## src/rtl/sync_fifo_gen2.sv

```systemverilog
// ---------------------------------------------------------------------------
// sync_fifo_gen2
//   Parametrised single-clock FIFO for producer/consumer pipeline stages in
//   one clock domain. It supports any depth >= 2, and its pointers wrap by
//   explicit compare. It has programmable almost-full/almost-empty
//   thresholds and an optional first-word-fall-through read port. It also
//   provides a synchronous flush and a high-water-mark (peak) counter.
//
// Parameters
//   DATA_WIDTH : width of data_in / data_out
//   FIFO_DEPTH : number of entries (>= 2)
//   FWFT       : 0 = registered read (latency 1), 1 = first-word-fall-through
//   CW         : width of count / peak / threshold fields (derived)
//
// Ports
//   clk, rst        : clock, synchronous active-high reset
//   wr_en, data_in  : write request and data
//   rd_en           : read request (pops the head in FWFT mode)
//   flush           : synchronous clear of contents, pointers and peak
//   af_thresh       : almost_full  = count >= af_thresh
//   ae_thresh       : almost_empty = count <= ae_thresh
//   data_out        : read data
//   rd_valid        : data_out holds valid read data
//   full, empty     : occupancy flags from the registered count
//   wr_ack          : write of the previous cycle was accepted
//   overflow        : write of the previous cycle was rejected (full)
//   underflow       : read of the previous cycle was rejected (empty)
//   count           : current occupancy
//   peak            : maximum occupancy since the last reset/flush
// ---------------------------------------------------------------------------
module sync_fifo_gen2 #(
    parameter int DATA_WIDTH = 16,
    parameter int FIFO_DEPTH = 16,
    parameter int FWFT       = 0,
    parameter int CW         = $clog2(FIFO_DEPTH + 1)
) (
    input  logic                  clk,
    input  logic                  rst,
    input  logic                  wr_en,
    input  logic [DATA_WIDTH-1:0] data_in,
    input  logic                  rd_en,
    input  logic                  flush,
    input  logic [CW-1:0]         af_thresh,
    input  logic [CW-1:0]         ae_thresh,
    output logic [DATA_WIDTH-1:0] data_out,
    output logic                  rd_valid,
    output logic                  full,
    output logic                  empty,
    output logic                  almost_full,
    output logic                  almost_empty,
    output logic                  wr_ack,
    output logic                  overflow,
    output logic                  underflow,
    output logic [CW-1:0]         count,
    output logic [CW-1:0]         peak
);

    localparam int            PW      = (FIFO_DEPTH > 1) ? $clog2(FIFO_DEPTH) : 1;
    localparam logic [CW-1:0] DEPTH_C = CW'(FIFO_DEPTH);
    localparam logic [PW-1:0] LAST_C  = PW'(FIFO_DEPTH - 1);

    // Storage: plain register array, deliberately not reset.
    logic [DATA_WIDTH-1:0] mem [FIFO_DEPTH];

    logic [PW-1:0] wr_ptr_q, wr_ptr_d;
    logic [PW-1:0] rd_ptr_q, rd_ptr_d;
    logic [CW-1:0] count_q, count_d;
    logic [CW-1:0] peak_q, peak_d;
    logic          wr_ack_q, wr_ack_d;
    logic          overflow_q, overflow_d;
    logic          underflow_q, underflow_d;

    logic          wr_accept;
    logic          rd_accept;

    // Depth need not be a power of two, so the pointer wraps on an explicit
    // compare against the last index instead of relying on bit rollover.
    function automatic logic [PW-1:0] ptr_inc(input logic [PW-1:0] p);
        return (p == LAST_C) ? '0 : p + PW'(1);
    endfunction

    // -----------------------------------------------------------------------
    // Flags: combinational from the registered count and live thresholds.
    // af_thresh = 0 and ae_thresh >= FIFO_DEPTH fall out of the compares.
    // -----------------------------------------------------------------------
    assign full         = (count_q == DEPTH_C);
    assign empty        = (count_q == '0);
    assign almost_full  = (count_q >= af_thresh);
    assign almost_empty = (count_q <= ae_thresh);

    // Flush wins over same-cycle requests, which are dropped silently.
    assign wr_accept = wr_en && !full  && !flush;
    assign rd_accept = rd_en && !empty && !flush;

    // -----------------------------------------------------------------------
    // Next-state logic
    // -----------------------------------------------------------------------
    always_comb begin
        wr_ptr_d    = wr_ptr_q;
        rd_ptr_d    = rd_ptr_q;
        count_d     = count_q;
        peak_d      = peak_q;
        wr_ack_d    = 1'b0;
        overflow_d  = 1'b0;
        underflow_d = 1'b0;

        if (flush) begin
            wr_ptr_d = '0;
            rd_ptr_d = '0;
            count_d  = '0;
            peak_d   = '0;
        end else begin
            if (wr_accept) begin
                wr_ptr_d = ptr_inc(wr_ptr_q);
            end
            if (rd_accept) begin
                rd_ptr_d = ptr_inc(rd_ptr_q);
            end

            unique case ({wr_accept, rd_accept})
                2'b10:   count_d = count_q + CW'(1);
                2'b01:   count_d = count_q - CW'(1);
                default: count_d = count_q;
            endcase

            // count never exceeds FIFO_DEPTH, so peak saturates there too.
            peak_d = (count_d > peak_q) ? count_d : peak_q;

            wr_ack_d    = wr_accept;
            overflow_d  = wr_en && full;
            underflow_d = rd_en && empty;
        end
    end

    // -----------------------------------------------------------------------
    // Control state
    // -----------------------------------------------------------------------
    always_ff @(posedge clk) begin
        if (rst) begin
            wr_ptr_q    <= '0;
            rd_ptr_q    <= '0;
            count_q     <= '0;
            peak_q      <= '0;
            wr_ack_q    <= 1'b0;
            overflow_q  <= 1'b0;
            underflow_q <= 1'b0;
        end else begin
            wr_ptr_q    <= wr_ptr_d;
            rd_ptr_q    <= rd_ptr_d;
            count_q     <= count_d;
            peak_q      <= peak_d;
            wr_ack_q    <= wr_ack_d;
            overflow_q  <= overflow_d;
            underflow_q <= underflow_d;
        end
    end

    // Storage write port; reset/flush leave contents untouched.
    always_ff @(posedge clk) begin
        if (!rst && wr_accept) begin
            mem[wr_ptr_q] <= data_in;
        end
    end

    // -----------------------------------------------------------------------
    // Read port
    // -----------------------------------------------------------------------
    generate
        if (FWFT != 0) begin : g_fwft
            // Head entry is always presented; rd_en just pops it.
            assign data_out = mem[rd_ptr_q];
            assign rd_valid = !empty;
        end else begin : g_std
            logic [DATA_WIDTH-1:0] data_out_q;
            logic                  rd_valid_q;

            always_ff @(posedge clk) begin
                if (rst) begin
                    data_out_q <= '0;
                    rd_valid_q <= 1'b0;
                end else begin
                    rd_valid_q <= rd_accept;
                    if (rd_accept) begin
                        data_out_q <= mem[rd_ptr_q];
                    end
                end
            end

            assign data_out = data_out_q;
            assign rd_valid = rd_valid_q;
        end
    endgenerate

    assign wr_ack    = wr_ack_q;
    assign overflow  = overflow_q;
    assign underflow = underflow_q;
    assign count     = count_q;
    assign peak      = peak_q;

    // Structural invariants
    a_count_bound : assert property (@(posedge clk) disable iff (rst) count_q <= DEPTH_C);
    a_full_empty  : assert property (@(posedge clk) disable iff (rst) !(full && empty));

endmodule

```

## config.mk

```make
export PLATFORM = sky130hd
export DESIGN_NAME = sync_fifo_gen2
export DESIGN_NICKNAME = d
export VERILOG_FILES = /design/src/rtl/sync_fifo_gen2.sv
export SDC_FILE = /design/constraint.sdc
export NUM_CORES = 1
export LEC_CHECK = 0
export ABC_AREA = 1
export CAP_MARGIN = 0
export CORE_MARGIN = 8
export CORE_UTILIZATION = 35
export DETAILED_ROUTE_END_ITERATION = 8
export GPL_TIMING_DRIVEN = 0
export PLACE_DENSITY = 0.52
export SLEW_MARGIN = 25
export SYNTH_ARGS = -nofsm -noshare
export SYNTH_HDL_FRONTEND = slang
export SYNTH_SLANG_ARGS = --single-unit
```

## constraint.sdc

```tcl
create_clock -name clk -period 3.85 [get_ports clk]
set_input_delay 0.9625 -clock clk [delete_from_list [all_inputs] [get_ports clk]]
set_output_delay 0.9625 -clock clk [all_outputs]
set_load 0.1 [all_outputs]
```

; After elaboration in Yosys (flattened, before gate mapping)
; Memory sizes are Yosys's and may differ from the RTL's. A register that Yosys moved wholly into a read port is not among the register bits.
; Index checks and enable logic that the tools add are counted.
[totals]
reg_bits = 22
ramBits = 256
inputBits = 31
elab_cells = 40
mem_count = 1
[classes]
n_addsub = 4
n_lt_le_gt_ge = 3
n_eq_ne = 5
muxes = 6
n_reduce_logical = 13
[mem_list]
columns = name, depth, width, rd, rd_ports_with_merged_regs, write_ports, line
row1 = mem, 16, 16, 1, 1, 1, 63  ; logic [DATA_WIDTH-1:0] mem [FIFO_DEPTH];
[op_table]
columns = cell, count
row1 = $pmux 5 s2, 1
row2 = $add 4x1->4 const B, 2
row3 = $eq 4x4->1 const B, 2
row4 = $mux 4, 2
row5 = $logic_and 1x1->1, 7
row6 = $add 5x1->5 const B, 1
row7 = $eq 5x5->1 const B, 1
row8 = $ge 5x5->1, 1
row9 = $gt 5x5->1, 1
row10 = $le 5x5->1, 1
row11 = $logic_not 5->1, 1
row12 = $mux 5, 1
row13 = $sub 5x1->5 const B, 1
row14 = $logic_not 1->1, 4
row15 = $eq 2x1->1 const B, 1
row16 = $eq 2x2->1 const B, 1
row17 = $mux 1, 2
row18 = $reduce_or 2->1, 1

; Depth between registers and ports, before layout
[logic_depth]
depth_word = 8
mapped_depth = 21

; Least setup slack after synthesis
; OpenSTA, ideal clock, no wires.
[synth_path]
path_type = flip-flop to output port
start = register count_q[0] (netlist: count[0])
end = output port almost_empty
arrival_time_ns = 3.661
t_required_ns = 2.888
slack_ns = -0.773
path_stages_with_launch = 5
path_buffers = 0
path_cell_list = dfxtp_1 -> inv_1 -> ha_1 -> inv_1 -> o21ai_0
[synth_via]
elab_chain_cells = 1
[synth_lines]
columns = element, line
row1 = "start, declared", 67  ; logic [CW-1:0] count_q, count_d;
row2 = "start signal, assigned", 150  ; count_q <= count_d;
row3 = $le 5x5->1, 89  ; assign almost_empty = (count_q <= ae_thresh);
row4 = "end, declared", 50  ; output logic almost_empty,
; Every way passes these cells.

; Final worst setup path
[layout_path]
start = input port ae_thresh[4]
end = output port almost_empty
[layout_via]
elab_chain_cells = 1
[layout_lines]
columns = element, line
row1 = "start, declared", 44  ; input logic [CW-1:0] ae_thresh,
row2 = $le 5x5->1, 89
; Every way passes these cells.

==> flow_metrics.py <==
metrics = {
    "floorplan": {
        "dieArea_um2": 43640,
        "num_rows": 70,
        "die_h_um": 208.9,
        "coreArea_um2": 36610,
        "dieWidth_um": 208.9,
        "ios": 65,
        "initial_core_util": 0.3557,
    },
    "drt": {
        "routed_via_density": 4.794,
        "vias": 9099,
        "post-route-drc-count": 0,
        "first_pass_iters": 5,
        "drt-total-wl_um": 37480,
        "drtIter0Drc": 728,
        "postRouteAntennaNets": 0,
        "wire_per_inst_um": 19.75,
    },
    "worst_setup_path": {
        "max_stage_delay_ns": 0.57,
        "crit_chain": "clkdlybuf4s50_1 -> inv_1 -> ha_1 -> a21oi_1 -> o221ai_1 -> o21ai_1 -> clkdlybuf4s15_2",
        "worstSetupEndpointType": "output port",
        "cp-start-kind": "primary input",
        "cp_top_family": "buffers and inverters",
        "worstPathArrival_ns": 2.70,
        "critPathMaxFanout": 3,
        "critPathKind": "in2out",
        "crit_path_top_delay_cell": "clkdlybuf4s15_2",
        "worst-path-buf-inv": 3,
        "cp.required_ns": 2.89,
    },
    "timing": {
        "timing.final.crit_share": 0.9513,
        "tightest_slew_ns": 1.050,
        "whs_ns": 0.4885,
        "rsz0062_at_grt": "false",
        "min_period_ns": 3.662,
        "relSlewSlack": 0.2981,
        "hold_viol": 0,
        "setup_slack_ns": 0.1877,
        "max_clock_freq_ghz": 0.2731,
        "slew_violations": 0,
        "setup_viol_count_final": 0,
        "fin_worst_skew_ns": 0.01303,
    },
    "run": {
        "cap_violations": 0,
    },
    "synthesis": {
        "synth.net_count": 1351,
        "yosysWarnings": 0,
        "ys_seq_area_frac": 0.6487,
        "ys_types": 33,
        "synth.most_common_cell": "nand2_1",
        "syn_area_um2": 13020,
        "synth_common_cells": "nand2_1, edfxtp_1, nand3_1",
        "ys_top_cells_by_area": "edfxtp_1, nand2_1, nand3_1, dfxtp_1, inv_1",
        "synth_edf_count": 256,
        "synth_ff_type": "edfxtp_1",
        "synth_cells": 1295,
        "synth_top_area_frac": 0.5903,
        "synth.largest_area_cell": "edfxtp_1",
        "ys_ff_latch": 294,
        "async_flop_share": 0,
        "synth_area_per_cell_um2": 10.06,
    },
    "cells_and_area": {
        "regArea_um2": 8448,
        "num_antenna_cells": 0,
        "fill_cells": 3482,
        "final_area_um2": 15580,
        "syn_to_final_growth_pct": 19.64,
        "drive_above_1_share": 0.09441,
        "post-route-util": 0.4256,
        "post_layout_nonfiller_instances": 1898,
        "multi_input_area_um2": 3636,
        "layout.nets": 1461,
    },
    "cts": {
        "cts_sinks": 294,
        "cts_tree": "built",
        "root_buffer": "clkbuf_16",
        "cts_made_buffers": 34,
        "clkTransAtPathRegs_ns": 0.06,
        "clock_path_buffers": 3,
        "cts-htree-levels": 2,
        "clock_latency_ns": 0.51,
        "postCtsHoldBufs": 0,
    },
    "grt": {
        "first_global_vias": 8847,
        "grt_pass1_wl_um": 56000,
        "grt_overflow_total": 0,
        "grt_max_degree": 17,
        "antenna_found_initial": 1,
        "gr-usage-all-layers": 0.1704,
    },
    "place": {
        "io_buffers": 64,
        "gp_congestion": 0.8616,
        "dp_hpwl_um": 25220,
        "dp.cells": 1833,
        "dp_slack_ns": -0.5426,
        "postPlaceCellArea_um2": 14420,
    },
    "pwr": {
        "power.density_nw_per_um2": 452.7,
        "leakagePower_nw": 6.483,
        "ir_drop_uv": 288.8,
    },
    "hold_path": {
        "hold_class": "reg2reg",
    },
    "outcome": {
        "status": "complete, no violations",
    },
}
## routing by layer
metal  global-route usage  share of wire  up-vias
li1                     -              -     4447
met1               0.2202           0.42     4320
met2               0.2824           0.48      255
met3              0.03158          0.065       77
met4              0.06294          0.035        0
met5                    0              0        -
## tightest hold or removal path, delay by kind of cell, from the launching register on
| kind | cells | cell delay (ns) |
|---|---|---|
| AOI/OAI and AO/OA | 1 | 0.05 |
| DFF | 1 | 0.33 |
| and+or+nand+nor | 1 | 0.07 |
## kinds of logic after synthesis
kind of cell    Yosys count  share of synthesized area
buf+inv                 246                    0.08291
compound gates           46                    0.02142
fa+ha+maj                25                    0.02459
flops                   294                     0.6487
simple gates            680                     0.2197
xor+xnor                  4                   0.002690
## stage by stage
step / power (mW) / TNS, ns
global route: 7.275 / 0
CTS: 7.120 / 0
global placement: 3.936 / -100.90
finish: 7.054 / 0
detailed placement: 3.944 / -3.308
floorplan: 3.783 / -0.01455
## final timing paths
check | cells after the start | startpoint | slack [ns] | end
max | 7 | ae_thresh[4] | 0.19 | almost_empty
min | 2 | peak[2] | 0.49 | peak[2]
max reg2reg | 20 | count[1] | 0.47 | peak[3]
min reg2reg | 2 | peak[2] | 0.49 | peak[2]
## timing repair
item	CTS	global route
setup endpoints to repair	5	5
hold endpoints to repair	0	0
resized for setup	7	4
setup buffers	0	4
pin swaps	0	1
cloned	0	0
## flip-flops by register name, indices dropped and copies added (netlist names)
| register | count |
|---|---|
| data_out | 16 |
| count | 5 |
| mem | 256 |
| peak | 5 |
| rd_valid | 1 |
| underflow | 1 |
| overflow | 1 |
| wr_ptr_q | 4 |
| rd_ptr_q | 4 |
| wr_ack | 1 |
## layout by cell type (no fill, tap or decap), types with 3 or more instances in the layout
cell,n
nand2_1,446
edfxtp_1,256
nand3_1,190
inv_1,180
clkdlybuf4s50_1,62
clkbuf_16,38
dfxtp_1,38
buf_2,24
clkbuf_1,23
ha_1,23
a21oi_1,18
nor2_1,16
o21a_1,16
buf_6,15
nor2_4,13
buf_4,13
clkinv_1,8
o21ai_0,6
clkinv_2,6
inv_2,3
nand2_2,3
xor2_1,3
nor3_2,3
## power by group
group	total (mW)	leakage [nW]	internal [mW]	switching [mW]
sequential	3.49	2.61	3.48	0.0104
combinational	0.387	3.33	0.108	0.279
clock	3.18	0.543	1.92	1.25
## layout make-up
cell class / count / area share
well taps: 468 / 0.03758
clock inverters: 14 / 0.007548
repair buffers: 74 / 0.04682
plain buffers: 59 / 0.02409
flip-flops and latches: 294 / 0.5422
clock buffers: 47 / 0.06320
multi-input cells: 755 / 0.2334
inverters: 187 / 0.04521
(Power assumes the default switching activity.)
